$ cat src/rtl/ballot_unit.sv
`timescale 1ns/1ps
// ballot_unit: front-panel ballot conditioner placed directly ahead of voting_machine.
// It synchronises and debounces the raw buttons. It runs a select-then-confirm ballot
// sequence with timeout, cancel and post-commit lockout.
//
// Ports:
//   clk          - system clock, rising edge
//   reset        - asynchronous active-low reset
//   enable_vote  - polling open (synchronous level)
//   btn_A/B/C    - raw candidate buttons, active-high, asynchronous
//   btn_confirm  - raw confirm button, active-high, asynchronous
//   btn_cancel   - raw cancel button, active-high, asynchronous
//   vote_A/B/C   - one-cycle selection pulse
//   confirm_vote - one-cycle commit pulse
//   selection    - 00 none, 01 A, 10 B, 11 C
//   busy         - high while HELD, COMMIT or LOCKOUT
//   timeout      - one-cycle pulse when an unconfirmed selection expires
//   multi_press  - one-cycle pulse when two or more candidate presses coincide
//   ballot_count - committed ballots, saturating at 127
module ballot_unit #(
   parameter int unsigned DEBOUNCE_CYCLES = 4,
   parameter int unsigned TIMEOUT_CYCLES  = 64,
   parameter int unsigned LOCKOUT_CYCLES  = 8
) (
   input  logic       clk,
   input  logic       reset,
   input  logic       enable_vote,
   input  logic       btn_A,
   input  logic       btn_B,
   input  logic       btn_C,
   input  logic       btn_confirm,
   input  logic       btn_cancel,
   output logic       vote_A,
   output logic       vote_B,
   output logic       vote_C,
   output logic       confirm_vote,
   output logic [1:0] selection,
   output logic       busy,
   output logic       timeout,
   output logic       multi_press,
   output logic [6:0] ballot_count
);

   localparam int unsigned NB   = 5;
   localparam int unsigned DW   = $clog2(DEBOUNCE_CYCLES);
   localparam int unsigned TW   = $clog2(TIMEOUT_CYCLES);
   localparam int unsigned LW   = (LOCKOUT_CYCLES > 1) ? $clog2(LOCKOUT_CYCLES) : 1;
   localparam int unsigned CW   = 7;
   localparam int unsigned I_CONF = 3;
   localparam int unsigned I_CANC = 4;

   typedef enum logic [2:0] {
      S_IDLE    = 3'd0,
      S_SELECT  = 3'd1,
      S_HELD    = 3'd2,
      S_COMMIT  = 3'd3,
      S_LOCKOUT = 3'd4
   } state_t;

   // Button vector: [0]=A [1]=B [2]=C [3]=confirm [4]=cancel
   logic [NB-1:0] raw_c;
   logic [NB-1:0] sync1;
   logic [NB-1:0] sync2;
   logic [NB-1:0] deb;
   logic [NB-1:0] deb_q;
   logic [DW-1:0] deb_cnt [NB];
   logic [NB-1:0] ev_c;

   logic [2:0]    cand_c;
   logic [1:0]    cand_sel_c;
   logic          cand_one_c;
   logic          cand_multi_c;

   state_t        state;
   state_t        state_nxt;
   logic [TW-1:0] hold_cnt;
   logic [TW-1:0] hold_nxt;
   logic [LW-1:0] lock_cnt;
   logic [LW-1:0] lock_nxt;
   logic [1:0]    sel_nxt;
   logic [2:0]    vote_nxt;
   logic          confirm_nxt;
   logic          timeout_nxt;
   logic          multi_nxt;
   logic          busy_nxt;
   logic [CW-1:0] count_nxt;

   assign raw_c = {btn_cancel, btn_confirm, btn_C, btn_B, btn_A};

   // Two-flop synchroniser plus per-button debounce counter.
   // The counter advances only while the synchronised level disagrees with the accepted level.
   always_ff @(posedge clk or negedge reset) begin
      if (!reset) begin
         sync1 <= '0;
         sync2 <= '0;
         deb   <= '0;
         deb_q <= '0;
         for (int unsigned i = 0; i < NB; i++) begin
            deb_cnt[i] <= '0;
         end
      end else begin
         sync1 <= raw_c;
         sync2 <= sync1;
         deb_q <= deb;
         for (int unsigned i = 0; i < NB; i++) begin
            if (sync2[i] == deb[i]) begin
               deb_cnt[i] <= '0;
            end else if (deb_cnt[i] == DW'(DEBOUNCE_CYCLES - 1)) begin
               deb[i]     <= ~deb[i];
               deb_cnt[i] <= '0;
            end else begin
               deb_cnt[i] <= deb_cnt[i] + DW'(1);
            end
         end
      end
   end

   // Press events are rising edges of the debounced level; releases are silent.
   assign ev_c   = deb & ~deb_q;
   assign cand_c = ev_c[2:0];

   // Candidate decode: a non-zero code means exactly one candidate press.
   always_comb begin
      cand_sel_c = 2'd0;
      case (cand_c)
         3'b001:  cand_sel_c = 2'd1;
         3'b010:  cand_sel_c = 2'd2;
         3'b100:  cand_sel_c = 2'd3;
         default: cand_sel_c = 2'd0;
      endcase
   end

   assign cand_one_c   = (cand_sel_c != 2'd0);
   assign cand_multi_c = (cand_c != 3'b000) && !cand_one_c;

   // State register and registered outputs
   always_ff @(posedge clk or negedge reset) begin
      if (!reset) begin
         state        <= S_IDLE;
         hold_cnt     <= '0;
         lock_cnt     <= '0;
         selection    <= 2'd0;
         vote_A       <= 1'b0;
         vote_B       <= 1'b0;
         vote_C       <= 1'b0;
         confirm_vote <= 1'b0;
         timeout      <= 1'b0;
         multi_press  <= 1'b0;
         busy         <= 1'b0;
         ballot_count <= '0;
      end else begin
         state        <= state_nxt;
         hold_cnt     <= hold_nxt;
         lock_cnt     <= lock_nxt;
         selection    <= sel_nxt;
         vote_A       <= vote_nxt[0];
         vote_B       <= vote_nxt[1];
         vote_C       <= vote_nxt[2];
         confirm_vote <= confirm_nxt;
         timeout      <= timeout_nxt;
         multi_press  <= multi_nxt;
         busy         <= busy_nxt;
         ballot_count <= count_nxt;
      end
   end

   // Next-state and next-output logic
   always_comb begin
      state_nxt   = state;
      hold_nxt    = hold_cnt;
      lock_nxt    = lock_cnt;
      sel_nxt     = selection;
      vote_nxt    = 3'b000;
      confirm_nxt = 1'b0;
      timeout_nxt = 1'b0;
      multi_nxt   = 1'b0;
      count_nxt   = ballot_count;

      case (state)
         S_IDLE: begin
            if (enable_vote) begin
               state_nxt = S_SELECT;
            end
         end

         S_SELECT: begin
            multi_nxt = cand_multi_c;
            if (!enable_vote) begin
               state_nxt = S_IDLE;
               sel_nxt   = 2'd0;
            end else if (cand_one_c) begin
               sel_nxt   = cand_sel_c;
               vote_nxt  = cand_c;
               hold_nxt  = '0;
               state_nxt = S_HELD;
            end
         end

         // Priority: enable drop > cancel > confirm > candidate change > expiry.
         // A repeat of the current candidate falls through and leaves the timer running.
         S_HELD: begin
            multi_nxt = cand_multi_c;
            if (!enable_vote) begin
               state_nxt = S_IDLE;
               sel_nxt   = 2'd0;
            end else if (ev_c[I_CANC]) begin
               state_nxt = S_SELECT;
               sel_nxt   = 2'd0;
            end else if (ev_c[I_CONF]) begin
               state_nxt = S_COMMIT;
            end else if (cand_one_c && (cand_sel_c != selection)) begin
               sel_nxt  = cand_sel_c;
               vote_nxt = cand_c;
               hold_nxt = '0;
            end else if (hold_cnt == TW'(TIMEOUT_CYCLES - 1)) begin
               timeout_nxt = 1'b1;
               sel_nxt     = 2'd0;
               state_nxt   = S_SELECT;
            end else begin
               hold_nxt = hold_cnt + TW'(1);
            end
         end

         // Commit pulse leaves on the exit edge, one cycle behind a vote pulse.
         S_COMMIT: begin
            confirm_nxt = 1'b1;
            sel_nxt     = 2'd0;
            lock_nxt    = '0;
            if (ballot_count != {CW{1'b1}}) begin
               count_nxt = ballot_count + CW'(1);
            end
            state_nxt = enable_vote ? S_LOCKOUT : S_IDLE;
         end

         S_LOCKOUT: begin
            if (!enable_vote) begin
               state_nxt = S_IDLE;
            end else if (lock_cnt == LW'(LOCKOUT_CYCLES - 1)) begin
               state_nxt = S_SELECT;
            end else begin
               lock_nxt = lock_cnt + LW'(1);
            end
         end

         default: begin
            state_nxt = S_IDLE;
            sel_nxt   = 2'd0;
         end
      endcase

      busy_nxt = (state_nxt == S_HELD) || (state_nxt == S_COMMIT) || (state_nxt == S_LOCKOUT);
   end

endmodule

$ cat config.mk
export PLATFORM = sky130hd
export DESIGN_NAME = ballot_unit
export DESIGN_NICKNAME = d
export VERILOG_FILES = /design/src/rtl/ballot_unit.sv
export SDC_FILE = /design/constraint.sdc
export NUM_CORES = 1
export LEC_CHECK = 0
export BUFFER_PORTS_ARGS = -buffer_cell sky130_fd_sc_hd__buf_2
export CAP_MARGIN = 20
export CORE_UTILIZATION = 52
export CTS_CLUSTER_DIAMETER = 60
export DETAILED_ROUTE_END_ITERATION = 6
export PLACE_DENSITY = 0.72
export SYNTH_ARGS = -nofsm -noshare
export SYNTH_HDL_FRONTEND = slang
export SYNTH_SLANG_ARGS = --single-unit
$ cat constraint.sdc
create_clock -name clk -period 1.8 [get_ports clk]
set_input_delay 0.18 -clock clk [delete_from_list [all_inputs] [get_ports clk]]
set_output_delay 0.18 -clock clk [all_outputs]
set_load 0.005 [all_outputs]
==> results by group <==
Run status
  • Status: finished with violations
  • Failing checks: negative setup slack

Power and ir drop
  • Leakage power: ~1.7 nW
  • Psw: 1.874 mW
  • Maximum VDD drop: 1.082 mV
  • Clock power share: 0.237
  • PD cells: 1550 mW/mm²
  • Part of the power in combinational logic: 0.416
  • Total power: 5.445 mW
  • Sw Ratio: 0.3442
  • Internal Pwr Total: roughly 3.6 mW
  • Reg power frac: 0.347

Yosys
  • Ys Warns: 0
  • Post-synthesis async set-or-reset flop share: 1.000
  • Synth top cells by count: dfrtp_1 (58), nand2_1 (13), xnor2_1 (10)
  • Average size of a mapped cell: approximately 13 µm²
  • Mapped Cells: 197
  • Syn nets: 214
  • Synth top area cells: dfrtp_1 (57%), ha_1 (4.5%), xnor2_1 (3.5%)
  • Synth area leader: dfrtp_1
  • Synth Flop Type: dfrtp_1
  • Synth cell types: 50
  • #FFs+latches synth: 58
  • Seq/Total Area, Yosys: 0.5745
  • Yosys top cell area share: 0.5745
  • Most frequent cell after synthesis: dfrtp_1
  • EDFF count, synth: 0
  • Synthesized cell area: 0.002526 mm²

Drt
  • Routed WL per cell: about 18 µm
  • Initial DRC count: 104
  • Mean number of vias per cell: 5.774
  • Via count: approximately 2000
  • Residual DRC: 0
  • Routed Antenna Nets: 0
  • Drt pass-1 iters: 4
  • Post-Route WL: 6.218 mm

GRT
  • Global-route wire length before repair: 9.577 mm
  • Vias in the first global route: 2095
  • Largest net degree at the start of global routing: 22
  • Initial antenna violation count: 0
  • Total GRT Usage: 0.2581
  • GR Overflow Total: 0

Finish
  • Layout cells sized above 1: 0.4671
  • Syn-to-layout area delta: 39.08%
  • Fillers: 263
  • Nets: 301
  • # diodes: 0

Setup path
  • Critical path, cell by cell: buf_4 > a311oi_2 > a31oi_2 > buf_4 > nand4_4 > buf_6 > or3_4 > a21oi_2
  • Slowest stage cell, crit path: dfrtp_1
  • Crit. Startpoint: state[1]$_DFF_PN0_
  • Critical path launch point type: register
  • CP Capture Type: register
  • Crit Reg-Reg Startpoint: state[1]$_DFF_PN0_
  • Crit-path max FO: 7
  • Crit-path max cell delay: roughly 0.50 ns
  • Cell mode on critical path: buf_4
  • Critical path destination: hold_cnt[3]$_DFFE_PN0P_
  • Critical Setup Path Class: register to register
  • Arrival time of the worst setup path: 2.22 ns
  • WP data required: 2.06 ns
  • RR Endpoint: hold_cnt[3]$_DFFE_PN0P_
  • Setup slack, reg-to-reg: -0.16 ns
  • Reg2reg path depth: 8

Placement
  • Post-DP HPWL: 3.746 mm
  • Port Buffers: 23
  • GPL Wtd Cong: 0.8660

Die
  • Core footprint: 0.004504 mm²
  • Row count: 24
  • Die H: 71.70 µm
  • Die Width: 71.70 µm
  • # IOs: 24
  • Die area: between 0.005 and 0.006 mm²
  • Initial Util: 0.5608

Timing
  • Setup ws final: -0.1564 ns
  • Fin crit period: 1.956 ns
  • Final Hold Violating Endpoints: 0
  • Final setup fails: 11
  • Worst Tran Pin Value: between 0.4 and 0.5 ns
  • Setup TNS: -1.109 ns
  • Achievable Freq: roughly 0.51 GHz
  • Final Max Slew Viols: 0
  • RSZ-0062 raised after global routing: yes
  • Slew HR: 0.7019
  • Skew final: 0.008467 ns
  • Crit share post-route: 1.087

Job
  • Max Cap Viol: 0

Clock tree
  • CTS buffer count: 9
  • Clock Path Buffers: 2
  • TritonCTS Sinks: 58
  • Latest clock arrival within the worst-skew pair: 0.34 ns
  • CTS tree: done
  • CTS clk-pin slew, worst paths: roughly 0.07 ns
  • Root buffer cell: clkbuf_8
  • H-tree depth: 3

Hold path
  • Worst Hold Class: input port to register
[through the flow]
stage	util	worst slack, ns	cells	hold WS, ns	area [µm²]
after floorplan	-	-0.1679	197	-0.1156	2535
after global placement	0.6619	-0.08717	309	0.1338	2982
after detailed placement	0.6619	-0.2854	309	0.1489	2982
after CTS	0.7436	-0.06901	336	0.1469	3349
after global routing	0.7800	-0.2487	341	0.2120	3513
final	0.7800	-0.1564	341	0.2101	3513
[worst min-delay path by stage]
| stage | from | end | cells past startpoint |
|---|---|---|---|
| after global placement | reset | deb_cnt[0]$_DFF_PN0_ | 1 |
| final | enable_vote | state[0]$_DFF_PN0_ | 2 |
| after global routing | enable_vote | state[0]$_DFF_PN0_ | 2 |
| after floorplan | reset | ballot_count[0]$_DFFE_PN0P_ | 0 |
| after CTS | enable_vote | state[0]$_DFF_PN0_ | 2 |
| after detailed placement | reset | deb_cnt[0]$_DFF_PN0_ | 1 |
[repair_timing]
item / in CTS / in global routing
pin swaps: 15 / 9
setup buffers: 5 / 6
hold buffers: 6 / 0
setup endpoints to repair: 11 / 19
hold endpoints to repair: 24 / 0
resized for setup: 12 / 30
[cells in the final DEF (no fill, tap or decap), types with 7 or more instances in the layout]
| cell | instances |
|---|---|
| dfrtp_1 | 58 |
| buf_4 | 46 |
| buf_2 | 23 |
| clkbuf_8 | 13 |
| nand2_1 | 12 |
| xnor2_1 | 10 |
| a22o_1 | 7 |
| ha_1 | 7 |
[kinds of logic after synthesis]
| kind of cell | after synthesis | synth area share |
|---|---|---|
| compound gates | 40 | 0.1149 |
| buf+inv | 7 | 0.02080 |
| mux | 8 | 0.03517 |
| xor+xnor | 12 | 0.04903 |
| simple gates | 62 | 0.1570 |
| flops | 58 | 0.5745 |
| fa+ha+maj | 10 | 0.04854 |
[sequential cells by signal, summed over array words and instances, names as in the netlist, 2 cells and up]
name,cells
ballot_count,7
deb,5
deb_cnt,10
deb_q,5
hold_cnt,6
lock_cnt,3
selection,2
state,3
sync1,5
sync2,5
[layer usage]
layer  global-route usage  up-vias  wire length, µm
met5                    0        -                0
met4               0.1743        0              306
met3              0.06329       33              327
met2               0.4528       91             3238
met1               0.2741      959             2346
li1                     -      886                -
[worst max-delay path, delay by kind of cell, from the launching register on]
family | cells | cell delay [ns]
buffers and inverters | 3 | 0.51
DFF | 1 | 0.50
AOI/OAI and AO/OA | 3 | 0.45
and+or+nand+nor | 2 | 0.43
[power groups by stage]
stage	logic, mW	registers (mW)	clock network [mW]
after global placement	1.76	1.86	0
after floorplan	1.13	1.86	0
after detailed placement	1.86	1.88	0
after CTS	1.98	1.87	1.30
final	2.27	1.89	1.29
after global routing	2.44	1.93	1.36
[layout make-up]
type                    instances  area [µm²]  area share
clock buffers                  15       186.4     0.05306
flip-flops and latches         58        1451      0.4131
inverters                       3       11.26    0.003205
well taps                      52       65.06     0.01852
clock inverters                 1       30.03    0.008547
repair buffers                 80       576.8      0.1642
multi-input cells             132        1192      0.3394
(Power assumes the default switching activity.)
